--- src/rtl/rocketcpu_uart_fifo.sv ---
// rocketcpu_uart_fifo: Wishbone UART with TX/RX FIFOs, runtime baud divider,
// optional parity, sticky error flags and a maskable level interrupt.
module rocketcpu_uart_fifo #(
    parameter int DEFAULT_DIV = 104,
    parameter int FIFO_AW = 4
) (
    input  logic        i_wb_clk,
    input  logic        reset,
    input  logic [1:0]  i_wb_adr,
    input  logic [31:0] i_wb_dat,
    input  logic [3:0]  i_wb_sel,
    input  logic        i_wb_we,
    input  logic        i_wb_cyc,
    output logic [31:0] o_wb_rdt,
    output logic        o_wb_ack,
    output logic        ser_tx,
    input  logic        ser_rx,
    output logic        irq
);
    localparam int DEPTH = 1 << FIFO_AW;
    typedef enum logic [2:0] {IDLE, START, DATA, PARITY, STOP} state_t;

    logic [7:0] r_tx_mem [DEPTH];
    logic [7:0] r_rx_mem [DEPTH];
    logic [FIFO_AW-1:0] r_tx_wp, r_tx_rp, r_rx_wp, r_rx_rp;
    logic [FIFO_AW:0] r_tx_cnt, r_rx_cnt;
    logic [15:0] r_div;
    logic [4:0] r_ctrl;
    logic r_rxovr, r_ferr, r_perr, r_txovr;
    state_t r_tx_st, r_rx_st;
    logic [15:0] r_tx_ctr, r_tx_div, r_rx_ctr, r_rx_div;
    logic [2:0] r_tx_bit, r_rx_bit;
    logic [7:0] r_tx_sh, r_rx_sh;
    logic r_tx_pen, r_tx_pbit, r_rx_pen, r_rx_podd, r_rx_hold, r_rx_s1, r_rx_s2;

    logic w_acc, w_wr, w_rd, w_tx_empty, w_tx_full, w_rx_empty, w_rx_full, w_tx_busy;
    logic w_tx_wr, w_tx_push, w_tx_load, w_rx_pop, w_rx_done, w_rx_push, w_w1c;
    logic w_tx_tick, w_rx_tick, w_perr_set, w_ferr_set, w_unused;
    logic [7:0] w_tx_byte;
    logic [31:0] w_status, w_rdata;

    assign w_unused   = &{1'b0, i_wb_dat[31:16], i_wb_sel[3:1]};
    assign w_acc      = i_wb_cyc & ~o_wb_ack;
    assign w_wr       = w_acc & i_wb_we & i_wb_sel[0];
    assign w_rd       = w_acc & ~i_wb_we;
    assign w_w1c      = w_wr & (i_wb_adr == 2'd1);
    assign w_tx_empty = r_tx_cnt == '0;
    assign w_tx_full  = r_tx_cnt[FIFO_AW];
    assign w_rx_empty = r_rx_cnt == '0;
    assign w_rx_full  = r_rx_cnt[FIFO_AW];
    assign w_tx_busy  = (r_tx_st != IDLE) | ~w_tx_empty;
    assign w_tx_byte  = r_tx_mem[r_tx_rp];
    assign w_tx_tick  = r_tx_ctr == '0;
    assign w_rx_tick  = r_rx_ctr == '0;
    // A new frame starts straight out of the stop bit so queued bytes leave no gap.
    assign w_tx_load  = ~w_tx_empty & ((r_tx_st == IDLE) | ((r_tx_st == STOP) & w_tx_tick));
    assign w_tx_wr    = w_wr & (i_wb_adr == 2'd0);
    assign w_tx_push  = w_tx_wr & (~w_tx_full | w_tx_load);
    assign w_rx_pop   = w_rd & (i_wb_adr == 2'd0) & ~w_rx_empty;
    assign w_rx_done  = (r_rx_st == STOP) & w_rx_tick & r_rx_s2;
    assign w_rx_push  = w_rx_done & (~w_rx_full | w_rx_pop);
    assign w_ferr_set = (r_rx_st == STOP) & w_rx_tick & ~r_rx_s2;
    assign w_perr_set = (r_rx_st == PARITY) & w_rx_tick & (r_rx_s2 != (^r_rx_sh ^ r_rx_podd));

    assign w_status = {{(15-FIFO_AW){1'b0}}, r_rx_cnt, 7'b0, r_txovr, r_perr, r_ferr, r_rxovr,
                       w_tx_busy, w_tx_full, w_tx_empty, w_rx_full, ~w_rx_empty};
    assign w_rdata  = (i_wb_adr == 2'd0) ? (w_rx_empty ? 32'h100 : {24'b0, r_rx_mem[r_rx_rp]}) :
                      (i_wb_adr == 2'd1) ? w_status :
                      (i_wb_adr == 2'd2) ? {16'b0, r_div} : {27'b0, r_ctrl};

    always_ff @(posedge i_wb_clk) begin
        if (w_tx_push) r_tx_mem[r_tx_wp] <= i_wb_dat[7:0];
        if (w_rx_push) r_rx_mem[r_rx_wp] <= r_rx_sh;
    end

    always_ff @(posedge i_wb_clk) begin
        if (reset) begin
            o_wb_ack <= 1'b0;
            o_wb_rdt <= '0;
            r_div    <= 16'(DEFAULT_DIV);
            r_ctrl   <= '0;
            {r_rxovr, r_ferr, r_perr, r_txovr} <= '0;
            {r_tx_wp, r_tx_rp, r_rx_wp, r_rx_rp} <= '0;
            r_tx_cnt <= '0;
            r_rx_cnt <= '0;
            irq      <= 1'b0;
        end else begin
            o_wb_ack <= w_acc;
            if (w_rd) o_wb_rdt <= w_rdata;
            if (w_wr & (i_wb_adr == 2'd2)) r_div <= (i_wb_dat[15:0] < 16'd4) ? 16'd4 : i_wb_dat[15:0];
            if (w_wr & (i_wb_adr == 2'd3)) r_ctrl <= i_wb_dat[4:0];
            r_rxovr  <= (r_rxovr & ~(w_w1c & i_wb_dat[5])) | (w_rx_done & ~w_rx_push);
            r_ferr   <= (r_ferr  & ~(w_w1c & i_wb_dat[6])) | w_ferr_set;
            r_perr   <= (r_perr  & ~(w_w1c & i_wb_dat[7])) | w_perr_set;
            r_txovr  <= (r_txovr & ~(w_w1c & i_wb_dat[8])) | (w_tx_wr & ~w_tx_push);
            r_tx_wp  <= r_tx_wp + FIFO_AW'(w_tx_push);
            r_tx_rp  <= r_tx_rp + FIFO_AW'(w_tx_load);
            r_tx_cnt <= r_tx_cnt + (FIFO_AW+1)'(w_tx_push) - (FIFO_AW+1)'(w_tx_load);
            r_rx_wp  <= r_rx_wp + FIFO_AW'(w_rx_push);
            r_rx_rp  <= r_rx_rp + FIFO_AW'(w_rx_pop);
            r_rx_cnt <= r_rx_cnt + (FIFO_AW+1)'(w_rx_push) - (FIFO_AW+1)'(w_rx_pop);
            irq      <= (r_ctrl[0] & ~w_rx_empty) | (r_ctrl[1] & w_tx_empty) |
                        (r_ctrl[2] & (r_rxovr | r_ferr | r_perr | r_txovr));
        end
    end

    // Divider and parity settings are latched per frame so mid-frame writes wait.
    always_ff @(posedge i_wb_clk) begin
        if (reset) begin
            r_tx_st   <= IDLE;
            ser_tx    <= 1'b1;
            r_tx_ctr  <= '0;
            r_tx_div  <= 16'(DEFAULT_DIV);
            r_tx_bit  <= '0;
            r_tx_sh   <= '0;
            r_tx_pen  <= 1'b0;
            r_tx_pbit <= 1'b0;
        end else if (w_tx_load) begin
            r_tx_st   <= START;
            ser_tx    <= 1'b0;
            r_tx_ctr  <= r_div - 16'd1;
            r_tx_div  <= r_div;
            r_tx_bit  <= '0;
            r_tx_sh   <= w_tx_byte;
            r_tx_pen  <= r_ctrl[3];
            r_tx_pbit <= ^w_tx_byte ^ r_ctrl[4];
        end else if (r_tx_st != IDLE) begin
            if (!w_tx_tick) r_tx_ctr <= r_tx_ctr - 16'd1;
            else begin
                r_tx_ctr <= r_tx_div - 16'd1;
                case (r_tx_st)
                    START: begin
                        ser_tx  <= r_tx_sh[0];
                        r_tx_sh <= r_tx_sh >> 1;
                        r_tx_st <= DATA;
                    end
                    DATA: begin
                        ser_tx   <= (r_tx_bit == 3'd7) ? (r_tx_pen ? r_tx_pbit : 1'b1) : r_tx_sh[0];
                        r_tx_sh  <= r_tx_sh >> 1;
                        r_tx_bit <= r_tx_bit + 3'd1;
                        r_tx_st  <= (r_tx_bit != 3'd7) ? DATA : r_tx_pen ? PARITY : STOP;
                    end
                    PARITY: begin
                        ser_tx  <= 1'b1;
                        r_tx_st <= STOP;
                    end
                    default: r_tx_st <= IDLE;
                endcase
            end
        end
    end

    // After a framing error the receiver stays disarmed until the line idles high.
    always_ff @(posedge i_wb_clk) begin
        if (reset) begin
            r_rx_s1   <= 1'b1;
            r_rx_s2   <= 1'b1;
            r_rx_st   <= IDLE;
            r_rx_ctr  <= '0;
            r_rx_div  <= 16'(DEFAULT_DIV);
            r_rx_bit  <= '0;
            r_rx_sh   <= '0;
            r_rx_pen  <= 1'b0;
            r_rx_podd <= 1'b0;
            r_rx_hold <= 1'b0;
        end else begin
            r_rx_s1 <= ser_rx;
            r_rx_s2 <= r_rx_s1;
            if (r_rx_st == IDLE) begin
                if (r_rx_hold) r_rx_hold <= ~r_rx_s2;
                else if (!r_rx_s2) begin
                    r_rx_st   <= START;
                    r_rx_ctr  <= (r_div >> 1) - 16'd1;
                    r_rx_div  <= r_div;
                    r_rx_bit  <= '0;
                    r_rx_pen  <= r_ctrl[3];
                    r_rx_podd <= r_ctrl[4];
                end
            end else if (!w_rx_tick) r_rx_ctr <= r_rx_ctr - 16'd1;
            else begin
                r_rx_ctr <= r_rx_div - 16'd1;
                case (r_rx_st)
                    START: r_rx_st <= r_rx_s2 ? IDLE : DATA;
                    DATA: begin
                        r_rx_sh  <= {r_rx_s2, r_rx_sh[7:1]};
                        r_rx_bit <= r_rx_bit + 3'd1;
                        r_rx_st  <= (r_rx_bit != 3'd7) ? DATA : r_rx_pen ? PARITY : STOP;
                    end
                    PARITY: r_rx_st <= STOP;
                    default: begin
                        r_rx_st   <= IDLE;
                        r_rx_hold <= ~r_rx_s2;
                    end
                endcase
            end
        end
    end
endmodule

--- config.mk ---
export PLATFORM = sky130hd
export DESIGN_NAME = rocketcpu_uart_fifo
export DESIGN_NICKNAME = d
export VERILOG_FILES = /design/src/rtl/rocketcpu_uart_fifo.sv
export SDC_FILE = /design/constraint.sdc
export NUM_CORES = 1
export LEC_CHECK = 0
export ABC_AREA = 1
export CAP_MARGIN = 10
export CORE_AREA = 2 2 223 225
export CTS_BUF_LIST = sky130_fd_sc_hd__clkbuf_4
export DETAILED_ROUTE_END_ITERATION = 8
export DIE_AREA = 0 0 225 227
export GPL_TIMING_DRIVEN = 0
export PLACE_DENSITY_LB_ADDON = 0.08
export SYNTH_ARGS = -nofsm -noshare
export SYNTH_HDL_FRONTEND = slang
export SYNTH_SLANG_ARGS = --single-unit
--- constraint.sdc ---
create_clock -name i_wb_clk -period 3.2 [get_ports i_wb_clk]
set_input_delay 0.64 -clock i_wb_clk [delete_from_list [all_inputs] [get_ports i_wb_clk]]
set_output_delay 0.64 -clock i_wb_clk [all_outputs]
set_load 0.01 [all_outputs]
==> key figures, run 1 <==
Synth
  • Number of flops mapped to enable cells by yosys: 256
  • Top cell type's share of synthesized area: just under 40%
  • Synth async-reset ratio: 0%
  • Yosys reg bits: 430
  • Mapped cell area: 19320 µm²
  • Ys flop type: edfxtp_1
  • Synth warn: 0
  • Post-synthesis cell type count: 49
  • Seq/Total Area, Yosys: 57.83%
  • Biggest area consumer among synthesized cells: edfxtp_1
  • Largest cells by area after synthesis: edfxtp_1 40%, dfxtp_1 18%, nand2_1 8.4%
  • Syn Inst Count: 2152
  • Syn avg cell area: 8.976 µm²

Worst setup path
  • Max FO, Critical Path: 9
  • Max incr delay on CP: 0.85 ns
  • Slowest-stage cell, CP: nor2_1
  • CP most frequent cell: nand2_4
  • Required @ worst endpoint: 3.67 ns
  • Critical path, cell by cell: nor2_1 > nand2_1 > nor2_4 > nand2_4 > nand2_4 > nand2_4 > inv_2 > buf_6 > o21ai_1 > inv_1 > nand3_1 > nor2_1
  • CP endpoint kind: flop
  • Critical Path Start Type: flop
  • Kind of critical path: reg2reg
  • Worst EP arrival: 3.50 ns

Die
  • Num rows: a little over 80
  • Core ar.: between 40000 and 50000 µm²
  • Initial Util: 39.79%
  • Die H: 227 µm
  • Die area: 51080 µm²
  • # IOs: between 70 and 80
  • Die Wd: 225 µm

Clock network
  • TritonCTS buffer count: 117
  • H-tree Lvls: 3
  • Longest Clk Path Bufs: 3
  • CTS tree: done
  • Worst skew pair latency: approximately 0.9 ns
  • Clk sinks: 430
  • CTS Root Cell: clkbuf_4
  • Clk slew on worst S/H paths: around 0.06 ns

Routing
  • DRC Markers: 0
  • Per-cell routed wire length: 18.64 µm
  • DRT iter0 DRCs: 1264
  • ANT nets after route: 0
  • Total routed wirelength: about 57 mm
  • Vias: 15.55k
  • Drt first pass iters: 5
  • Avg Vias per Cell: 5.100

STA
  • Final period util: 94.64%
  • Relative slew margins: 28.21%
  • Clock Skew: 0.06538 ns
  • Final Hold Viols: 0
  • F_max: 330.2 MHz
  • Final Critical Period: 3.028 ns
  • Fin worst setup slack: approximately 0.17 ns
  • Worst slew pin tran: 1.073 ns
  • # setup viols final: 0
  • Max-slew violations: 0
  • Setup tns final: 0 ns
  • Unrepaired setup endpoints after global routing: false

Global routing
  • GR Overflow Total: 0
  • First-pass GRT wire length: 87.03 mm
  • Initial antenna violation count: 3
  • Number of global-route vias before repair: approximately 15k
  • Tot GR Track Use: ~23%
  • Largest net degree at the start of global routing: 20

Power and ir drop
  • Reg power frac: 39.4%
  • Int Power: 0.01030 W
  • PD cells: between 700 and 800 nW/µm²
  • Tot Pwr: 0.01608 W
  • Clk pwr share: 30.5%
  • Gate power share: 30.1%
  • NetSw: 0.005781 W
  • Worst VDD drop: ~0.00027 V
  • Leakage power: 9.038 nW
  • Switch share: 35.95%

Worst hold path
  • Hold Path Class: reg2reg

Layout
  • Layout Nets: 2403
  • Storage element area: 11170 µm²
  • Fin area: roughly 22000 µm²
  • Multi-input gate area: 6997 µm²
  • Commonest non-fill, non-tap cell in the layout: nand2_1
  • Most frequent cells in the layout: 431 x nand2_1, 307 x nor2_1, 256 x edfxtp_1
  • Fin cells: 3048
  • Area Overhead vs Synth: 14.92%
  • Filler Cell Count: about 4.8k
  • Share of cells above drive strength 1: between 10% and 20%

Placed design
  • IO buf count: 47
  • Routability cong.: 0.8916
  • Hpwl dp: just under 40 mm
  • DP Worst Slack: -1.723 ns
  • Placement Cell Area: between 20000 and 25000 µm²
  • Placed Instances: 2831

Job
  • MaxCap Viol Count: 0

Run status
  • Status: finished clean
per-layer routing:
metal	up-vias	part of all wire, %	track usage (%)	wire length (µm)
li1	7645	-	-	-
met1	7287	46	31.14	26120
met2	494	45	35.47	25370
met3	119	6.5	4.801	3698
met4	0	2.8	7.755	1612
met5	-	0	0	0
power by group through the flow:
stage	sequential, W	combinational, W	clock (W)
2_1_floorplan	0.00638	0.00344	0
3_3_place_gp	0.00645	0.00466	0
3_5_place_dp	0.00645	0.00469	0
4_1_cts	0.00633	0.00475	0.00504
5_1_grt	0.00636	0.00546	0.00534
6_report	0.00634	0.00484	0.00491
kinds of logic after synthesis:
logic type,Yosys count,share of synthesized area [%]
adder cells (fa/ha/maj),28,1.891
AO/OA/AOI/OAI,399,11.39
buffers and inverters,300,6.393
other,1,0.01941
XOR/XNOR,26,1.179
AND/OR/NAND/NOR,967,21.25
flip-flops,430,57.83
multiplexers,1,0.05182
through the flow:
step                      util (%)  hold WS, ns
after floorplan                  -       0.3895
after global placement       42.44       0.4043
after detailed placement     42.44       0.3958
after CTS                    45.57       0.3214
after global routing         45.73       0.3574
final                        45.73       0.4137
cell usage after synthesis, types with 6 or more instances:
cell type    n
o22ai_1     20
o221ai_1    16
nor2_2       6
nand2_2     16
inv_2        6
clkbuf_1    61
buf_4       14
xnor2_1     18
a31oi_1     12
edfxtp_1   256
o21ai_0    181
dfxtp_1    174
nor2_4      13
nor3_1       7
nor2_1     311
nand2_1    432
ha_1        26
o211ai_1    11
nand3_1    155
inv_1      185
a21oi_1    135
xor2_1       8
nand3b_1     7
buf_2       27
critical path, delay by kind of cell, from the launching register on:
kind / cells / cell delay (ns)
flip-flops: 1 / 0.35
buffers and inverters: 3 / 0.41
AO/OA/AOI/OAI: 1 / 0.11
AND/OR/NAND/NOR: 8 / 1.76
registers in the layout, summed over array words and instances (netlist names), 3 cells and up:
signal	flops
r_rx_mem	128
r_tx_mem	128
o_wb_rdt	21
r_div	16
r_rx_ctr	16
r_rx_div	16
r_tx_ctr	16
r_tx_div	16
r_rx_sh	8
r_tx_sh	8
r_ctrl	5
r_rx_cnt	5
r_tx_cnt	5
r_rx_rp	4
r_rx_wp	4
r_tx_rp	4
r_tx_wp	4
r_rx_bit	3
r_rx_st	3
r_tx_bit	3
r_tx_st	3
cell type report:
type                       instances  share of cell area [%]
tap                              622                   3.506
buffer                           107                   2.384
timing repair buffer              51                   2.255
multi-input combinational       1432                   31.52
sequential                       430                   50.32
antenna                            5                 0.05636
clock buffer                     171                   5.783
inverter                         193                   3.263
clock inverter                    37                  0.9131
path summary, 6_finish.rpt:
path	from	endpoint	slack, ns	cells past startpoint
setup / recovery	r_tx_ctr[12]	r_tx_mem[0][2]	0.17	12
hold / removal	r_rx_s1	r_rx_s2	0.41	1
setup reg to reg	r_tx_ctr[12]	r_tx_mem[0][2]	0.17	12
hold reg to reg	r_rx_s1	r_rx_s2	0.41	1
timing repair:
item,4_1_cts,5_1_grt
pin swaps,0,2
setup endpoints to repair,121,76
gates cloned,0,0
hold buffers,0,0
buffers inserted,0,4
hold endpoints to repair,0,0
resized for setup,7,14
Note: power is estimated with default switching activity, not from simulation.
==> run 2, diff against run 1 <==
- GPL_TIMING_DRIVEN: 0 -> not set
- RECOVER_POWER: not set -> 100
- SKIP_CTS_REPAIR_TIMING: not set -> 1
==> key figures, run 2 (synthesis results as in run 1) <==
STA
  • Worst slew pin tran: 2.023 ns (was 1.073 ns)
  • Final period util: 90.52% (was 94.64%)
  • Final Hold Viols: 0 (unchanged)
  • F_max: 345.2 MHz (was 330.2 MHz)
  • Fin worst setup slack: 0.3035 ns (was 0.1715 ns)
  • # setup viols final: 0 (unchanged)
  • Unrepaired setup endpoints after global routing: false (unchanged)
  • Relative slew margins: -34.86% (was 28.21%)
  • Final Critical Period: 2.896 ns (was 3.028 ns)
  • Max-slew violations: 84 (was 0)
  • Hold WS: 0.3795 ns (was 0.4137 ns)
  • Setup tns final: 0 ns (unchanged)
  • Clock Skew: 0.06267 ns (was 0.06538 ns)

Routing
  • Drt first pass iters: 5 (unchanged)
  • DRC Markers: 0 (unchanged)
  • Per-cell routed wire length: 17.39 µm (was 18.64 µm)
  • ANT nets after route: 0 (unchanged)
  • Vias: 15.11k (was 15.55k)
  • Total routed wirelength: 52.65 mm (was 56.80 mm)
  • Avg Vias per Cell: 4.991 (was 5.100)
  • DRT iter0 DRCs: 931 (was 1264)

Worst setup path
  • Kind of critical path: reg2reg (unchanged)
  • Critical path, cell by cell: nor2_2 > nand3_2 > nor2_4 > nand2_4 > nand2_8 > nand2_4 > inv_1 > buf_4 > nand2_1 > nand2_1 > inv_1 > ha_1 > inv_1 > nor2_4 > nand2_1 > nor2_1 > nand2_1 > nand2_1 > nand3_1 > nand2_1 > inv_1 (was nor2_1 > nand2_1 > nor2_4 > nand2_4 > nand2_4 > nand2_4 > inv_2 > buf_6 > o21ai_1 > inv_1 > nand3_1 > nor2_1)
  • Worst EP arrival: 3.63 ns (was 3.50 ns)
  • CP endpoint kind: flop (unchanged)
  • Critical Path Start Type: flop (unchanged)
  • Slowest-stage cell, CP: dfxtp_1 (was nor2_1)
  • Max incr delay on CP: 0.40 ns (was 0.85 ns)
  • Family with the most delay on the worst path: simple AND/OR/NAND/NOR gates (unchanged)
  • Required @ worst endpoint: 3.93 ns (was 3.67 ns)
  • Max FO, Critical Path: 20 (was 9)
  • CP most frequent cell: nand2_1 (was nand2_4)
  • Crit path buf inv count: 5 (was 3)

Die
  • Num rows: 81 (unchanged)
  • Die Wd: 225 µm (unchanged)
  • Die H: 227 µm (unchanged)
  • Initial Util: 39.79% (unchanged)
  • # IOs: 78 (unchanged)
  • Die area: 51080 µm² (unchanged)
  • Core ar.: 48550 µm² (unchanged)

Clock network
  • Clk slew on worst S/H paths: 0.06 ns (about the same)
  • CTS Root Cell: clkbuf_4 (unchanged)
  • CTS tree: done (unchanged)
  • Longest Clk Path Bufs: 3 (unchanged)
  • Worst skew pair latency: 0.87 ns (was 0.89 ns)
  • TritonCTS buffer count: 115 (was 117)
  • Clk sinks: 430 (unchanged)
  • H-tree Lvls: 3 (unchanged)

Global routing
  • Tot GR Track Use: 20.81% (was 22.61%)
  • Largest net degree at the start of global routing: 84 (was 20)
  • GR Overflow Total: 0 (unchanged)
  • Number of global-route vias before repair: 14.53k (was 15.06k)
  • First-pass GRT wire length: 81.54 mm (was 87.03 mm)
  • Initial antenna violation count: 2 (was 3)

Run status
  • Status: finished with violations (was finished clean)
  • Failing checks: capacitance limit, slew limit

Worst hold path
  • Hold Path Class: in2reg (was reg2reg)

Placed design
  • Hpwl dp: 34.38 mm (was 39.24 mm)
  • DP Worst Slack: -0.1687 ns (was -1.723 ns)
  • Routability cong.: 0.8454 (was 0.8916)
  • IO buf count: 47 (unchanged)

Layout
  • Layout Nets: 2386 (was 2403)
  • Share of cells above drive strength 1: 11.45% (was 12.10%)
  • Multi-input gate area: 6913 µm² (was 6997 µm²)
  • Filler Cell Count: 4861 (was 4794)
  • Area Overhead vs Synth: 14.49% (was 14.92%)
  • Regs by FF count: r_rx_mem x128, r_tx_mem x128, o_wb_rdt x21 (unchanged)
  • Most frequent cells in the layout: 435 x nand2_1, 314 x nor2_1, 256 x edfxtp_1 (was 431 x nand2_1, 307 x nor2_1, 256 x edfxtp_1)
  • Storage element area: 11170 µm² (about the same)
  • Commonest non-fill, non-tap cell in the layout: nand2_1 (unchanged)

Power and ir drop
  • Leakage power: 9.085 nW (was 9.038 nW)
  • Worst VDD drop: 0.0003421 V (was 0.0002735 V)
  • PD cells: 718.1 nW/µm² (was 724.5 nW/µm²)

Job
  • MaxCap Viol Count: 1 (was 0)
==> run 2: routing by layer <==
layer  part of all wire [%]  global-route usage (%)
met3                    4.1                   3.614
met4                    1.8                   7.050
met1                     48                   28.18
met2                     47                   33.89
met5                      0                       0
==> run 2: through the flow <==
| step | area, µm² | utilization (%) | power (W) | instances |
|---|---|---|---|---|
| 2_1_floorplan | 19350 | - | 0.009819 | 2162 |
| 3_3_place_gp | 20850 | 42.95 | 0.01104 | 2820 |
| 3_5_place_dp | 20850 | 42.95 | 0.01110 | 2820 |
| 4_1_cts | 22370 | 46.09 | 0.01618 | 3024 |
| 5_1_grt | 22110 | 45.55 | 0.01704 | 3026 |
| 6_report | 22120 | 45.56 | 0.01588 | 3027 |
==> run 2: worst paths after layout <==
kind,cells past startpoint,from,end,slack [ns]
max,21,r_tx_ctr[5],r_tx_ctr[10],0.30
min,3,reset,r_tx_div[3],0.38
max reg2reg,21,r_tx_ctr[5],r_tx_ctr[10],0.30
min reg2reg,1,r_rx_s1,r_rx_s2,0.41
==> run 2: cell type report <==
| class | instances | area share (%) |
|---|---|---|
| sequential | 430 | 50.52 |
| multi-input combinational | 1432 | 31.26 |
| clock buffer | 182 | 6.178 |
| timing repair buffer | 143 | 4.515 |
| tap | 622 | 3.519 |
| inverter | 193 | 3.276 |
| clock inverter | 22 | 0.7015 |
| antenna | 3 | 0.03394 |
==> run 2: worst register-to-register path: stages (launching register included) <==
cell and delay (ns):
dfxtp_1 0.40, nor2_2 0.05, nand3_2 0.09, nor2_4 0.06, nand2_4 0.13, nand2_8 0.13, nand2_4 0.10, inv_1 0.09
buf_4 0.22, nand2_1 0.12, nand2_1 0.14, inv_1 0.15, ha_1 0.19, inv_1 0.08, nor2_4 0.13, nand2_1 0.10
nor2_1 0.30, nand2_1 0.09, nand2_1 0.06, nand3_1 0.06, nand2_1 0.07, inv_1 0.04
==> run 2: power by group <==
part	switching [W]	internal (W)
sequential	0.000231	0.00612
combinational	0.00306	0.00147
clock	0.00227	0.00272
total	0.00556	0.0103
